==> src/rtl/regfile_wb_pkg.sv <==
// Shared widths, defaults and the writeback request type for the register-file
// writeback controller.
package regfile_wb_pkg;

  localparam int unsigned XLEN         = 32;
  localparam int unsigned REG_ADDR_W   = 5;
  localparam int unsigned LU_DEPTH     = 2;
  localparam int unsigned STARVE_LIMIT = 4;

  typedef struct packed {
    logic [REG_ADDR_W-1:0] addr;
    logic [XLEN-1:0]       data;
  } wb_req_t;

endpackage

==> src/rtl/wb_fifo.sv <==
// In-order result buffer for long-latency unit writebacks; pointers wrap modulo
// Depth, so non-power-of-two depths are supported.
module wb_fifo #(
  parameter int unsigned Width = 37,
  parameter int unsigned Depth = 2,
  localparam int unsigned CntW = $clog2(Depth + 1)
) (
  input  logic             i_clk,
  input  logic             i_rst,
  input  logic             i_push,
  input  logic             i_pop,
  input  logic [Width-1:0] i_data,
  output logic [Width-1:0] o_data,
  output logic             o_full,
  output logic             o_empty,
  output logic [CntW-1:0]  o_count
);

  localparam int unsigned PtrW = (Depth > 1) ? $clog2(Depth) : 1;

  logic [Width-1:0] mem_q [Depth];
  logic [PtrW-1:0]  wr_ptr_q, rd_ptr_q;
  logic [CntW-1:0]  count_q;
  logic             do_push, do_pop;

  function automatic logic [PtrW-1:0] ptr_inc(input logic [PtrW-1:0] p);
    return (p == PtrW'(Depth - 1)) ? '0 : p + 1'b1;
  endfunction

  assign o_full   = (count_q == CntW'(Depth));
  assign o_empty  = (count_q == '0);
  assign o_count  = count_q;
  assign o_data   = mem_q[rd_ptr_q];
  assign do_push  = i_push && !o_full;
  assign do_pop   = i_pop && !o_empty;

  always_ff @(posedge i_clk) begin
    if (do_push) begin
      mem_q[wr_ptr_q] <= i_data;
    end
  end

  always_ff @(posedge i_clk or posedge i_rst) begin
    if (i_rst) begin
      wr_ptr_q <= '0;
      rd_ptr_q <= '0;
      count_q  <= '0;
    end else begin
      if (do_push) begin
        wr_ptr_q <= ptr_inc(wr_ptr_q);
      end
      if (do_pop) begin
        rd_ptr_q <= ptr_inc(rd_ptr_q);
      end
      unique case ({do_push, do_pop})
        2'b10:   count_q <= count_q + 1'b1;
        2'b01:   count_q <= count_q - 1'b1;
        default: count_q <= count_q;
      endcase
    end
  end

endmodule

==> src/rtl/regfile_wb_ctrl.sv <==
// Register-file write port arbiter: in-order pipeline writes take priority over
// buffered long-unit results, with a pending scoreboard and a starvation stall request.
module regfile_wb_ctrl #(
  parameter int unsigned XLEN         = regfile_wb_pkg::XLEN,
  parameter int unsigned LU_DEPTH     = regfile_wb_pkg::LU_DEPTH,
  parameter int unsigned STARVE_LIMIT = regfile_wb_pkg::STARVE_LIMIT
) (
  input  logic                                i_clk,
  input  logic                                i_rst,
  input  logic                                i_stall,
  input  logic                                i_pipe_wren,
  input  logic [regfile_wb_pkg::REG_ADDR_W-1:0] i_pipe_addr,
  input  logic [XLEN-1:0]                     i_pipe_data,
  input  logic                                i_lu_valid,
  input  logic [regfile_wb_pkg::REG_ADDR_W-1:0] i_lu_addr,
  input  logic [XLEN-1:0]                     i_lu_data,
  output logic                                o_lu_ready,
  input  logic                                i_issue_en,
  input  logic [regfile_wb_pkg::REG_ADDR_W-1:0] i_issue_addr,
  output logic                                o_rd_wren,
  output logic [regfile_wb_pkg::REG_ADDR_W-1:0] o_rd_addr,
  output logic [XLEN-1:0]                     o_rd_data,
  output logic [31:0]                         o_pending,
  output logic                                o_stall_req
);

  import regfile_wb_pkg::*;

  localparam int unsigned EntryW  = REG_ADDR_W + XLEN;
  localparam int unsigned CntW    = $clog2(LU_DEPTH + 1);
  localparam int unsigned StarveW = $clog2(STARVE_LIMIT + 1);

  logic [EntryW-1:0]     head;
  logic [REG_ADDR_W-1:0] head_addr;
  logic [XLEN-1:0]       head_data;
  logic [CntW-1:0]       fifo_count;
  logic                  fifo_empty;
  logic                  unused_fifo_full;
  logic                  pipe_win, push, pop;
  logic [31:0]           pending_d;
  logic [StarveW-1:0]    starve_q, starve_d;
  logic                  stall_req_d;

  assign {head_addr, head_data} = head;

  // Ready comes only from the registered occupancy, so a full buffer never
  // accepts on the cycle it is popped.
  assign o_lu_ready = (fifo_count != CntW'(LU_DEPTH));
  assign pipe_win   = !i_stall && i_pipe_wren && (i_pipe_addr != '0);
  assign pop        = !i_stall && !pipe_win && !fifo_empty;
  assign push       = i_lu_valid && o_lu_ready && (i_lu_addr != '0);

  wb_fifo #(
    .Width(EntryW),
    .Depth(LU_DEPTH)
  ) u_wb_fifo (
    .i_clk  (i_clk),
    .i_rst  (i_rst),
    .i_push (push),
    .i_pop  (pop),
    .i_data ({i_lu_addr, i_lu_data}),
    .o_data (head),
    .o_full (unused_fifo_full),
    .o_empty(fifo_empty),
    .o_count(fifo_count)
  );

  always_comb begin
    pending_d = o_pending;
    if (pop) begin
      pending_d[head_addr] = 1'b0;
    end
    if (i_issue_en) begin
      pending_d[i_issue_addr] = 1'b1;
    end
    pending_d[0] = 1'b0;
  end

  always_comb begin
    starve_d    = starve_q;
    stall_req_d = 1'b0;
    if (fifo_empty || pop) begin
      starve_d = '0;
    end else if (pipe_win) begin
      if (starve_q == StarveW'(STARVE_LIMIT - 1)) begin
        starve_d    = '0;
        stall_req_d = 1'b1;
      end else begin
        starve_d = starve_q + 1'b1;
      end
    end
  end

  always_ff @(posedge i_clk or posedge i_rst) begin
    if (i_rst) begin
      o_rd_wren   <= 1'b0;
      o_rd_addr   <= '0;
      o_rd_data   <= '0;
      o_pending   <= '0;
      o_stall_req <= 1'b0;
      starve_q    <= '0;
    end else begin
      if (!i_stall) begin
        if (pipe_win) begin
          o_rd_wren <= 1'b1;
          o_rd_addr <= i_pipe_addr;
          o_rd_data <= i_pipe_data;
        end else if (!fifo_empty) begin
          o_rd_wren <= 1'b1;
          o_rd_addr <= head_addr;
          o_rd_data <= head_data;
        end else begin
          o_rd_wren <= 1'b0;
        end
      end
      o_pending   <= pending_d;
      o_stall_req <= stall_req_d;
      starve_q    <= starve_d;
    end
  end

endmodule

==> config.mk <==
export PLATFORM = sky130hd
export DESIGN_NAME = regfile_wb_ctrl
export DESIGN_NICKNAME = d
export VERILOG_FILES = /design/src/rtl/regfile_wb_pkg.sv /design/src/rtl/wb_fifo.sv /design/src/rtl/regfile_wb_ctrl.sv
export SDC_FILE = /design/constraint.sdc
export NUM_CORES = 1
export LEC_CHECK = 0
export BUFFER_PORTS_ARGS = -buffer_cell sky130_fd_sc_hd__buf_2
export CAP_MARGIN = 20
export CELL_PAD_IN_SITES_DETAIL_PLACEMENT = 1
export CELL_PAD_IN_SITES_GLOBAL_PLACEMENT = 1
export CORE_MARGIN = 1.5
export CORE_UTILIZATION = 42
export DETAILED_ROUTE_END_ITERATION = 7
export GPL_TIMING_DRIVEN = 0
export PLACE_DENSITY_LB_ADDON = 0.05
export SKIP_LAST_GASP = 1
export SLEW_MARGIN = 20
export SYNTH_ARGS = -nofsm -noshare
export SYNTH_HDL_FRONTEND = slang
export SYNTH_SLANG_ARGS = --single-unit
==> constraint.sdc <==
create_clock -name i_clk -period 3.4 [get_ports i_clk]
set_input_delay 0.51 -clock i_clk [delete_from_list [all_inputs] [get_ports i_clk]]
set_output_delay 0.51 -clock i_clk [all_outputs]
set_load 0.01 [all_outputs]
==> flow_metrics.py <==
metrics = {
    "outcome": {
        "outcome": "finished, final reports clean",
    },
    "sta": {
        "hold_viol": 0,
        "period_needed_ns": 2.52,
        "setup_viol": 0,
        "maxSlewHeadroom": 0.557,
        "worst_pin_slew_ns": 0.661,
        "final.period_utilization": 0.740,
        "final_max_slew_viol_count": 0,
        "rsz0062_at_grt": "no",
        "fmax_ghz": 0.397,
        "skew_ns": 0.00615,
    },
    "worst_setup_path": {
        "r2r_start": "u_wb_fifo.o_count[0]$_DFFE_PP0P_",
        "critical_path_class": "flip-flop to flip-flop",
        "cp-endpoint": "u_wb_fifo.o_count[1]$_DFFE_PP0P_",
        "crit_start": "u_wb_fifo.o_count[0]$_DFFE_PP0P_",
        "critPathRequiredTime_ns": 3.74,
        "worstReg2RegEnd": "u_wb_fifo.o_count[1]$_DFFE_PP0P_",
        "r2r_cells": 8,
        "slowest_delay_ns": 0.48,
        "critical_path_buf_inv_count": 3,
        "cp-start-kind": "flip-flop",
        "ff2ff_setup_slack_ns": 0.88,
        "crit_fanout": 10,
        "cp_top_family": "buffers and inverters",
        "cp.depth": 8,
        "critPathArrivalTime_ns": 2.86,
        "crit_chain": "clkbuf_1, o21bai_1, clkbuf_1, buf_1, nor2_1, ha_1, nor2_1, xor2_1",
        "worstSetupEndpointType": "flip-flop",
        "slowest_stage": "buf_1",
    },
    "synth": {
        "synthFlopType": "dfrtp_1",
        "synth_seq_cells": 151,
        "synth_edf_count": 74,
        "yosysSeqAreaShare": 0.672,
        "async_reset_ff_frac": 0.510,
        "syn_area_um2": 6170,
        "synth_nets": 586,
        "synth.avg_cell_area_um2": 12.4,
        "synth_cell_type_count": 39,
        "yosysWarnings": 0,
        "netlist_instances": 499,
    },
    "placement": {
        "port_buffers": 155,
        "gp_congestion": 0.781,
        "dp_hpwl_um": 12300,
        "placed_cell_area_um2": 7260,
    },
    "cells_and_area": {
        "fin_area_um2": 7850,
        "syn_to_final_growth_pct": 27.2,
        "num-nets-final": 763,
        "n_fill_cell": 1567,
        "drive_gt1_frac": 0.302,
        "n_antenna_cell": 0,
    },
    "grt": {
        "grt_pass1_vias": 5178,
        "grt.overflow.total": 0,
        "grt_pass1_wl_um": 27900,
        "grt_usage": 0.235,
        "grt_start_max_net_pins": 56,
        "antenna_found_initial": 1,
    },
    "die": {
        "fp.dieH_um": 124,
        "initial_utilization": 0.428,
        "dieWidth_um": 124,
        "coreArea_um2": 14400,
        "fp.dieArea_um2": 15400,
        "placementRows": 44,
        "io_pins": 157,
    },
    "clocking": {
        "cts_resized": 0,
        "cts_hold_buffers": 0,
        "cts.clk_slew.worst_paths_ns": 0.06,
        "cts.path.max_buffers": 2,
        "cts_tree": "yes",
        "htreeDepth": 4,
        "insertion_delay_ns": 0.42,
        "cts-root-buf": "clkbuf_16",
        "clock_sinks": 151,
        "post-cts-setup-buffers": 0,
        "numCtsBuffers": 17,
    },
    "detailed_routing": {
        "firstDrtPassIters": 4,
        "vias_per_cell": 5.38,
        "ant_nets": 0,
        "vias": 4694,
        "post_drt_wl_per_cell_um": 19.7,
        "drt_iter0_drc": 245,
        "totalWireLength_um": 17200,
        "remaining_drc_errors": 0,
    },
    "pwr": {
        "ir_worst_vdd_uv": 384,
        "power_leakage_uw": 0.00336,
        "power.density_nw_per_um2": 859,
        "power.total_uw": 6740,
    },
    "worst_hold_path": {
        "worstHoldPathType": "input port to asynchronous set/reset pin",
    },
    "run": {
        "maxCapViolCount": 0,
    },
}
## registers in the layout (all words and copies together), names as in the netlist, 2 cells and up
register	flops
o_rd_data	32
u_wb_fifo.o_count	2
o_pending	31
o_rd_addr	5
starve_q	3
u_wb_fifo.mem_q	74
## kinds of logic after synthesis
logic type,share of synthesized area
fa+ha+maj,0.00405
buf+inv,0.0306
xor+xnor,0.00709
compound gates,0.133
flops,0.672
simple gates,0.0874
mux,0.0655
other cells,0.000607
## cell usage after synthesis (all sizes together), types with 2 or more instances
cell type / instances / area share
dfrtp: 77 / 0.31
edfxtp: 74 / 0.36
o21ai: 62 / 0.050
nand2: 48 / 0.029
nor2: 45 / 0.027
a21oi: 38 / 0.031
mux2i: 37 / 0.060
clkbuf: 16 / 0.0097
o41ai: 16 / 0.023
inv: 13 / 0.0079
buf: 12 / 0.013
nand3: 11 / 0.0089
o221ai: 8 / 0.011
o31ai: 7 / 0.0085
nand3b: 5 / 0.0061
mux2: 3 / 0.0055
xnor2: 3 / 0.0043
a22oi: 2 / 0.0024
ha: 2 / 0.0041
nor2b: 2 / 0.0020
nor3: 2 / 0.0016
nor4: 2 / 0.0045
or4: 2 / 0.0030
xor2: 2 / 0.0028
## cell usage in the layout (no fill, tap or decap), types with 17 or more instances in the layout
cell,n
nand2_1,48
mux2i_1,37
clkbuf_1,17
dfrtp_1,77
nor2_1,43
clkbuf_16,17
o21ai_0,62
a21oi_1,38
buf_2,162
edfxtp_1,74
## area by class of cell
cell class                      count  area [um^2]  area share
Buffer                             28          140      0.0178
Clock buffer                       18          429      0.0547
Clock inverter                     14          158      0.0201
Inverter                           13         51.3     0.00653
Multi-Input combinational cell    307         1850       0.236
Sequential cell                   151         4150       0.528
Tap cell                          184          230      0.0293
Timing Repair Buffer              158          843       0.107
## metal layers
layer	routed length (um)	share of wire	track usage	vias up
met1	6910	0.40	0.284	2355
met2	9100	0.53	0.410	122
met4	380	0.022	0.0940	0
li1	-	-	-	2191
met3	764	0.045	0.0500	26
met5	0	0	0	-
## worst min-delay path by stage
| stage | end |
|---|---|
| 3_5_place_dp | o_stall_req$_DFF_PP0_ |
| 6_report | starve_q[1]$_DFFE_PP0P_ |
| 5_1_grt | starve_q[1]$_DFFE_PP0P_ |
| 3_3_place_gp | o_stall_req$_DFF_PP0_ |
| 4_1_cts | starve_q[1]$_DFFE_PP0P_ |
| 2_1_floorplan | o_stall_req$_DFF_PP0_ |
## where the power goes
part	switching [uW]	leakage (uW)	internal, uW
clock network	734	0.000281	1150
logic	1280	0.00148	802
registers	270	0.00160	2510
total	2280	0.00336	4460
## per-stage QoR
step                hold WS (ns)  setup WS [ns]  std cells  setup TNS, ns  utilization
global placement           0.437         -0.601        838         -54.92        0.498
global route              0.0757          0.618        873              0        0.544
finish                    0.0597          0.882        873              0        0.544
detailed placement         0.478          0.744        841              0        0.504
CTS                       0.0587          0.828        873              0        0.544
floorplan                  0.411          0.449        499              0            -
No activity file was read; power rests on OpenSTA's default activity.
